**config.mk**
```make
export PLATFORM = sky130hd
export DESIGN_NAME = writeback_stage
export DESIGN_NICKNAME = d
export VERILOG_FILES = /design/src/rtl/writeback_stage.sv
export SDC_FILE = /design/constraint.sdc
export NUM_CORES = 2
export LEC_CHECK = 0
export BUFFER_PORTS_ARGS = -buffer_cell sky130_fd_sc_hd__buf_4
export CORE_MARGIN = 5
export CORE_UTILIZATION = 40
export CTS_CLUSTER_SIZE = 16
export DETAILED_ROUTE_END_ITERATION = 10
export SETUP_SLACK_MARGIN = 0.15
export SYNTH_ARGS = -nofsm -noshare
export SYNTH_HDL_FRONTEND = slang
export SYNTH_SLANG_ARGS = --single-unit
```
**constraint.sdc**
```tcl
create_clock -name clk -period 1.9 [get_ports clk]
set_input_delay 0.095 -clock clk [delete_from_list [all_inputs] [get_ports clk]]
set_output_delay 0.095 -clock clk [all_outputs]
set_load 0.02 [all_outputs]
```
**src/rtl/writeback_stage.sv**
```systemverilog
// writeback_stage: MEM/WB latch, register-file commit with bypassed read ports,
// saturating retire counters and the RUN/HALTED state that stops the simulator.
module writeback_stage #(
    parameter int DATA       = 32,
    parameter int REG_COUNT  = 32,
    parameter int REG_ADDR_W = 5,
    parameter int CNT_W      = 32
) (
    input  logic                  clk,
    input  logic                  reset,
    input  logic                  in_valid,
    input  logic [DATA-1:0]       mem_data,
    input  logic [DATA-1:0]       alu_data,
    input  logic [REG_ADDR_W-1:0] dest_reg,
    input  logic                  reg_write,
    input  logic                  mem_to_reg,
    input  logic                  is_halt,
    input  logic [1:0]            instr_class,
    input  logic [REG_ADDR_W-1:0] rs_addr,
    input  logic [REG_ADDR_W-1:0] rt_addr,
    output logic [DATA-1:0]       rs_data,
    output logic [DATA-1:0]       rt_data,
    output logic                  wb_valid,
    output logic [REG_ADDR_W-1:0] wb_reg,
    output logic [DATA-1:0]       wb_data,
    output logic                  wb_we,
    output logic                  halted,
    output logic [CNT_W-1:0]      cnt_arith,
    output logic [CNT_W-1:0]      cnt_logic,
    output logic [CNT_W-1:0]      cnt_mem,
    output logic [CNT_W-1:0]      cnt_ctrl,
    output logic [CNT_W-1:0]      cnt_total
);
    typedef enum logic {RUN, HALTED} state_t;
    localparam logic [CNT_W-1:0] CNT_ONE = CNT_W'(1);
    state_t state, state_nxt;
    logic cap;
    logic [DATA-1:0] rf [REG_COUNT];
    function automatic logic [CNT_W-1:0] sat_inc(input logic [CNT_W-1:0] v);
        return &v ? v : v + CNT_ONE;
    endfunction
    always_ff @(posedge clk or negedge reset)
        if (!reset) state <= RUN;
        else state <= state_nxt;
    always_comb state_nxt = (state == RUN && in_valid && is_halt) ? HALTED : state;
    always_comb begin
        halted = state == HALTED;
        cap    = in_valid && state == RUN;
    end
    // wb_reg/wb_data hold on bubbles so forwarding sees stable values
    always_ff @(posedge clk or negedge reset)
        if (!reset) begin
            wb_valid <= 1'b0;
            wb_we    <= 1'b0;
            wb_reg   <= '0;
            wb_data  <= '0;
        end else begin
            wb_valid <= cap;
            wb_we    <= cap && reg_write && dest_reg != '0;
            if (cap) begin
                wb_reg  <= dest_reg;
                wb_data <= mem_to_reg ? mem_data : alu_data;
            end
        end
    always_ff @(posedge clk or negedge reset)
        if (!reset) begin
            for (int i = 0; i < REG_COUNT; i++) rf[i] <= '0;
        end else if (wb_we) begin
            rf[wb_reg] <= wb_data;
        end
    // bypass the latched result so decode never sees the stale entry during commit
    always_comb begin
        rs_data = rs_addr == '0 ? '0 : (wb_we && wb_reg == rs_addr) ? wb_data : rf[rs_addr];
        rt_data = rt_addr == '0 ? '0 : (wb_we && wb_reg == rt_addr) ? wb_data : rf[rt_addr];
    end
    always_ff @(posedge clk or negedge reset)
        if (!reset) begin
            cnt_arith <= '0;
            cnt_logic <= '0;
            cnt_mem   <= '0;
            cnt_ctrl  <= '0;
            cnt_total <= '0;
        end else if (cap) begin
            cnt_total <= sat_inc(cnt_total);
            cnt_arith <= instr_class == 2'd0 ? sat_inc(cnt_arith) : cnt_arith;
            cnt_logic <= instr_class == 2'd1 ? sat_inc(cnt_logic) : cnt_logic;
            cnt_mem   <= instr_class == 2'd2 ? sat_inc(cnt_mem) : cnt_mem;
            cnt_ctrl  <= instr_class == 2'd3 ? sat_inc(cnt_ctrl) : cnt_ctrl;
        end
endmodule

```
=== Yosys cells after proc, flatten, opt, wreduce, memory -nomap -nowiden ===
Index checks and enable logic that the tools add are counted.

* Memory bits (read-only): 0
* Bits in writable memories: 0
* Bits in registers: 1224
* Latch bits: 0
* Word-level logic and storage cells: 100
* Input bits: 87
* Memories kept: 0

* Shifts and indexed selects: 0
* Equality and inequality tests: 5
* Multipliers: 0
* Bitwise operators: 9
* Order comparisons: 4
* Reduce and logical (&&, ||, !) cells: 21
* Div/mod/pow operators: 0
* Add/sub/neg operators: 5
* Multiplexer cells: 14

{| class="wikitable"
|+ Operators with widths
! cell !! count
|-
| 1024-bit bitwise mux || 1
|-
| 32-bit binary-select mux with 5-bit select || 2
|-
| 32-bit 2-to-1 mux || 10
|-
| 32-bit by 1-bit adder with 32-bit output, second input constant || 5
|-
| 32-bit demux with 5-bit select || 1
|-
| 32-bit AND reduction || 5
|-
| 6-bit greater-or-equal comparator, second input constant || 3
|-
| 5-bit inverter with 6-bit output || 3
|-
| 3-bit AND reduction || 4
|-
| 5-bit == test || 2
|-
| 5-bit logical NOT || 2
|-
| 1-bit logical AND || 7
|-
| 6-bit by 1-bit less-than comparator with 1-bit output, second input constant || 1
|-
| 1-bit inverter || 6
|-
| 5-bit nonzero test || 1
|-
| 2-bit == test, second input constant || 2
|-
| 2-bit by 1-bit == test with 1-bit output, second input constant || 1
|-
| 2-bit logical NOT || 1
|-
| 2-bit AND reduction || 1
|}

=== Longest topological paths before layout ===
* Word-level depth: 6
* Gate-level depth with buffers: 9

=== Worst setup path after synthesis ===
No wires, ideal clock.

* Path type: reg-to-reg
* Start point: register cnt_ctrl[0]
* End point: register cnt_ctrl[1]
* Setup slack: -0.220 ns
* Clock period less this slack: 2.120 ns
* Buffers on the path: 1
* Arrival time: 1.992 ns
* Setup time: 0.128 ns
* Cell stages (with the launch flop): 8
* Cell sequence: dfrtp_1 -> ha_1 -> and2_1 -> and4_4 -> or3b_1 -> buf_6 -> nand2_1 -> mux2_1

* Cells in the longest elaborated chain, start to end: 3

{| class="wikitable"
|+ RTL lines
! item !! line !! RTL
|-
| from (decl) || 31 || <nowiki>output logic [CNT_W-1:0] cnt_ctrl,</nowiki>
|-
| from (signal assigned) || 88 || <nowiki>cnt_ctrl <= instr_class == 2'd3 ? sat_inc(cnt_ctrl) : cnt_ctrl;</nowiki>
|-
| branches (longest 3 deep; another with 32-bit by 1-bit adder with 32-bit output) || n/a ||
|}

Parallel ways; which one is timed is not known.
A chain may end at the register's enable or synchronous reset.

=== Worst setup path in the final report ===
* Start point: register wb_reg[0]
* End point: output rt_data[0]

* Cells in the longest elaborated chain, start to end: 4

{| class="wikitable"
|+ RTL lines
! item !! line !! RTL
|-
| from (decl) || 24 || <nowiki>output logic [REG_ADDR_W-1:0] wb_reg,</nowiki>
|-
| from (signal assigned) || 61 || <nowiki>wb_reg <= dest_reg;</nowiki>
|-
| 5-bit == test || 74 || <nowiki>rt_data = rt_addr == '0 ? '0 : (wb_we && wb_reg == rt_addr) ? wb_data : rf[rt_addr];</nowiki>
|-
| 1-bit logical AND || 74 ||
|-
| 32-bit 2-to-1 mux (2 in a row) || 74 ||
|-
| to (decl) || 22 || <nowiki>output logic [DATA-1:0] rt_data,</nowiki>
|}

Every way passes these cells.

==> summary.log <==
INFO  clock_tree     total_number_of_h_tree_levels=4
INFO  finish         area_delta_synth_final=34.3%
INFO  place          port-buffer-count=350
INFO  route          viasPerCell=6.07
INFO  power_and_ir_drop total_power_divided_by_cell_area=754nW/um^2
INFO  timing         fmax=0.340GHz
INFO  floorplan      design.portCount=351
INFO  finish         sequential_standard_cell_area=30700squm
INFO  timing         finalMaxSlewViolations=0
INFO  worst_setup_path cpPeakStageDelay=0.47ns
INFO  worst_setup_path criticalPathCategory=reg2out
INFO  timing         hold_ws=0.0967ns
INFO  logic_synthesis synth.top_cells.by_area=dfrtp_1, mux2_2, mux4_2
INFO  floorplan      floorplan.die_area=169000squm
INFO  worst_setup_path worstPathArrival=2.85ns
INFO  finish         layout.nets=5586
INFO  global_routing grt_antenna_before_repair=4
INFO  logic_synthesis synth_edf_count=0
INFO  power_and_ir_drop finalPower=65.1mW
INFO  timing         skew=0.0338ns
INFO  route          detail_route.drc_violations=0
INFO  timing         max_slew_headroom=0.379
INFO  global_routing first_pass_grt_wire_length=348000um
INFO  outcome        run_status=complete, but fails checks
INFO  outcome        violations=setup timing
INFO  route          drt-initial-drc-count=4420
INFO  worst_setup_path crit_required=1.80ns
INFO  worst_setup_path crit_fanout=8
INFO  floorplan      row_count=147
INFO  logic_synthesis synth_most_common_cell=dfrtp_1
INFO  global_routing grt.busiest_layer=met2
INFO  global_routing grt_max_degree=115
INFO  global_routing track_usage=0.279
INFO  timing         layout_min_cycle_time=2.94ns
INFO  job            cap_viol_max_count=0
INFO  finish         drive_above_1_share=0.580
INFO  clock_tree     clock_insertion_delay_worst_skew=0.79ns
INFO  timing         worst_slack=-1.04ns
INFO  global_routing groute.layer.met1.usage=0.382
INFO  global_routing grt.overflow.total=0
INFO  clock_tree     cts_root_buf=clkbuf_16
INFO  worst_hold_path hold_class=in2async
INFO  finish         fillCellCount=13000
INFO  timing         layout_worst_path_cycle_share=1.55
INFO  place          dp_hpwl=154000um
INFO  finish         postLayoutCellArea=86300squm
INFO  timing         final_setup_violating_endpoints=1094
INFO  global_routing gr-usage-met3=0.0622
INFO  logic_synthesis yosys.area.top_type=dfrtp_1
INFO  floorplan      die_width=411um
INFO  global_routing met2_use_gr=0.435
INFO  logic_synthesis synth-warning-count=0
INFO  floorplan      start_util=0.401
INFO  power_and_ir_drop power.leakage=39.9nW
INFO  logic_synthesis synth_largest_type_area_fraction=0.477
INFO  power_and_ir_drop max-vdd-ir-drop=930uV
INFO  finish         multi_input_comb_area=34400squm
INFO  worst_setup_path cp_cell_sequence=xor2_2 -> nor4_1 -> buf_4 -> buf_6 -> nand3_4 -> buf_12 -> buf_12 -> o21ai_2 -> buf_4 -> a21oi_4 -> buf_6
INFO  timing         grt_setup_unrepaired=true
INFO  clock_tree     cts_tree=done
INFO  route          drtAntennaViolNets=0
INFO  logic_synthesis synthFlopType=dfrtp_1
INFO  finish         registers.top_by_ff_count=rf
INFO  floorplan      die-height=411um
INFO  clock_tree     clock_path_buffers=3
INFO  floorplan      core_region_area=160000squm
INFO  logic_synthesis synthesis.area=64200squm
INFO  logic_synthesis ys_types=83
INFO  logic_synthesis syn_avg_cell_area=14.2squm
INFO  finish         share_of_the_core_filled_with_cells_in_the_final_layout=0.538
INFO  worst_setup_path critPathCaptureType=output pin
INFO  clock_tree     tritoncts_buffers=145
INFO  worst_setup_path crit_buf_inv=6
INFO  place          dpl_cell_area=77000squm
INFO  logic_synthesis async_flop_share=1.00
INFO  timing         worst_slew_pin_slew=0.929ns
INFO  logic_synthesis top_cell_types_by_occurrence_after_synthesis=dfrtp_1, mux2_2, mux4_2
INFO  global_routing grt_pass1_vias=48900
INFO  logic_synthesis synthCells=4530
INFO  clock_tree     clk_pin_slew_worst_paths=0.06ns
INFO  worst_setup_path startpoint_type=register
INFO  worst_setup_path critPathTopFamily=buffers and inverters
INFO  route          finalWirelength=240000um
INFO  finish         antennaDiodeCount=0
INFO  logic_synthesis syn_nets=4622
INFO  place          gpl.final_weighted_congestion=0.859
INFO  logic_synthesis yosys_register_bits=1224
INFO  clock_tree     clkSinkCount=1224
INFO  worst_setup_path crit_slowest_cell=dfrtp_2
INFO  route          drtPass1Iterations=5
INFO  route          avgRoutedWirePerCell=30.9um
INFO  logic_synthesis seq_area_frac_synth=0.477
INFO  timing         final_hold_violation_count=0
INFO  route          dr_total_vias=47200
INFO  finish         largest_register_ffs=1024
cells by family (layout without fill, tap and decap cells):
group                      Yosys count  count (layout)  synth area share
muxes                             1620            1620             0.367
and+or+nand+nor                    663             663            0.0550
buffers and inverters              438            1516            0.0335
DFF                               1224            1224             0.477
adders and majority gates            5               5          0.000974
AOI/OAI and AO/OA                  421             421            0.0450
xor gates and xnor gates           159             159            0.0217
layout make-up:
| class | instances | area share |
|---|---|---|
| multi-input combinational | 2868 | 0.398 |
| tap | 2160 | 0.0313 |
| sequential | 1224 | 0.356 |
| timing repair buffer | 1248 | 0.159 |
| clock inverter | 51 | 0.00667 |
| inverter | 7 | 0.000305 |
| clock buffer | 210 | 0.0481 |
power breakdown:
| group | leakage, nW | internal [mW] | total, mW | switching (mW) |
|---|---|---|---|---|
| combinational | 20.7 | 3.88 | 9.29 | 5.40 |
| clock | 2.32 | 16.4 | 28.1 | 11.7 |
| sequential | 16.9 | 26.7 | 27.7 | 0.957 |
timing repair:
| item | in CTS | in global routing |
|---|---|---|
| setup buffers | 79 | 8 |
| gates cloned | 26 | 5 |
| endpoints found under the setup margin | 1198 | 1255 |
| hold buffers | 83 | 0 |
| hold endpoints to repair | 1284 | 0 |
| resized for setup | 431 | 63 |
| pin swaps | 53 | 29 |
layer usage:
metal | wire length (um) | part of all wire | vias to the layer above
met3 | 20100 | 0.084 | 522
met4 | 10400 | 0.044 | 6
met1 | 99100 | 0.41 | 25100
met2 | 110000 | 0.46 | 2192
met5 | 39 | 0.00016 | -
li1 | - | - | 19300
cell usage in the layout (no fill, tap or decap), types with 13 or more instances in the layout:
| cell | count |
|---|---|
| xnor2_1 | 85 |
| clkbuf_1 | 41 |
| nand3_1 | 48 |
| dfrtp_1 | 1153 |
| a21oi_1 | 21 |
| nand3_2 | 15 |
| mux2_2 | 708 |
| o22ai_1 | 153 |
| buf_8 | 13 |
| nor3_1 | 42 |
| and4_1 | 22 |
| nand4_1 | 47 |
| xor2_1 | 72 |
| clkbuf_16 | 153 |
| dlygate4sd3_1 | 83 |
| mux2_4 | 369 |
| buf_6 | 112 |
| a22oi_1 | 65 |
| mux4_2 | 461 |
| buf_16 | 41 |
| clkinv_2 | 25 |
| nor2_1 | 113 |
| a32o_2 | 32 |
| nor4_1 | 16 |
| buf_12 | 217 |
| nor2_4 | 27 |
| and3_1 | 27 |
| clkbuf_8 | 21 |
| buf_4 | 777 |
| nand2_1 | 137 |
| a211oi_1 | 16 |
| and2_1 | 18 |
| nor3_2 | 15 |
| o21ai_0 | 40 |
| dfrtp_2 | 70 |
| mux2i_1 | 67 |
final timing paths:
check / startpoint / end / slack, ns / cells past startpoint
setup / recovery: wb_reg[0] / rt_data[0] / -1.04 / 11
hold / removal: reset / rf[494] / 0.1 / 3
setup reg to reg: wb_reg[1] / rf[82] / -0.51 / 12
hold reg to reg: cnt_mem[25] / cnt_mem[25] / 0.49 / 1
max in group asynchronous: reset / cnt_total[18] / 1.02 / 4
min in group clk: mem_data[7] / wb_data[7] / 0.13 / 4
per-stage QoR:
step / worst slack (ns) / std cells / TNS (ns)
2_1_floorplan: -0.0376 / 4530 / -1.78
3_3_place_gp: -0.726 / 7306 / -78.16
3_5_place_dp: -0.705 / 7306 / -87.05
4_1_cts: -1.11 / 7755 / -292.10
5_1_grt: -1.13 / 7768 / -460.08
6_report: -1.04 / 7768 / -412.05
worst min-delay path, cell delays in order:
cell,delay (ns)
dlygate4sd3_1,0.62
buf_16,0.25
buf_12,0.24
(Power assumes the default switching activity.)
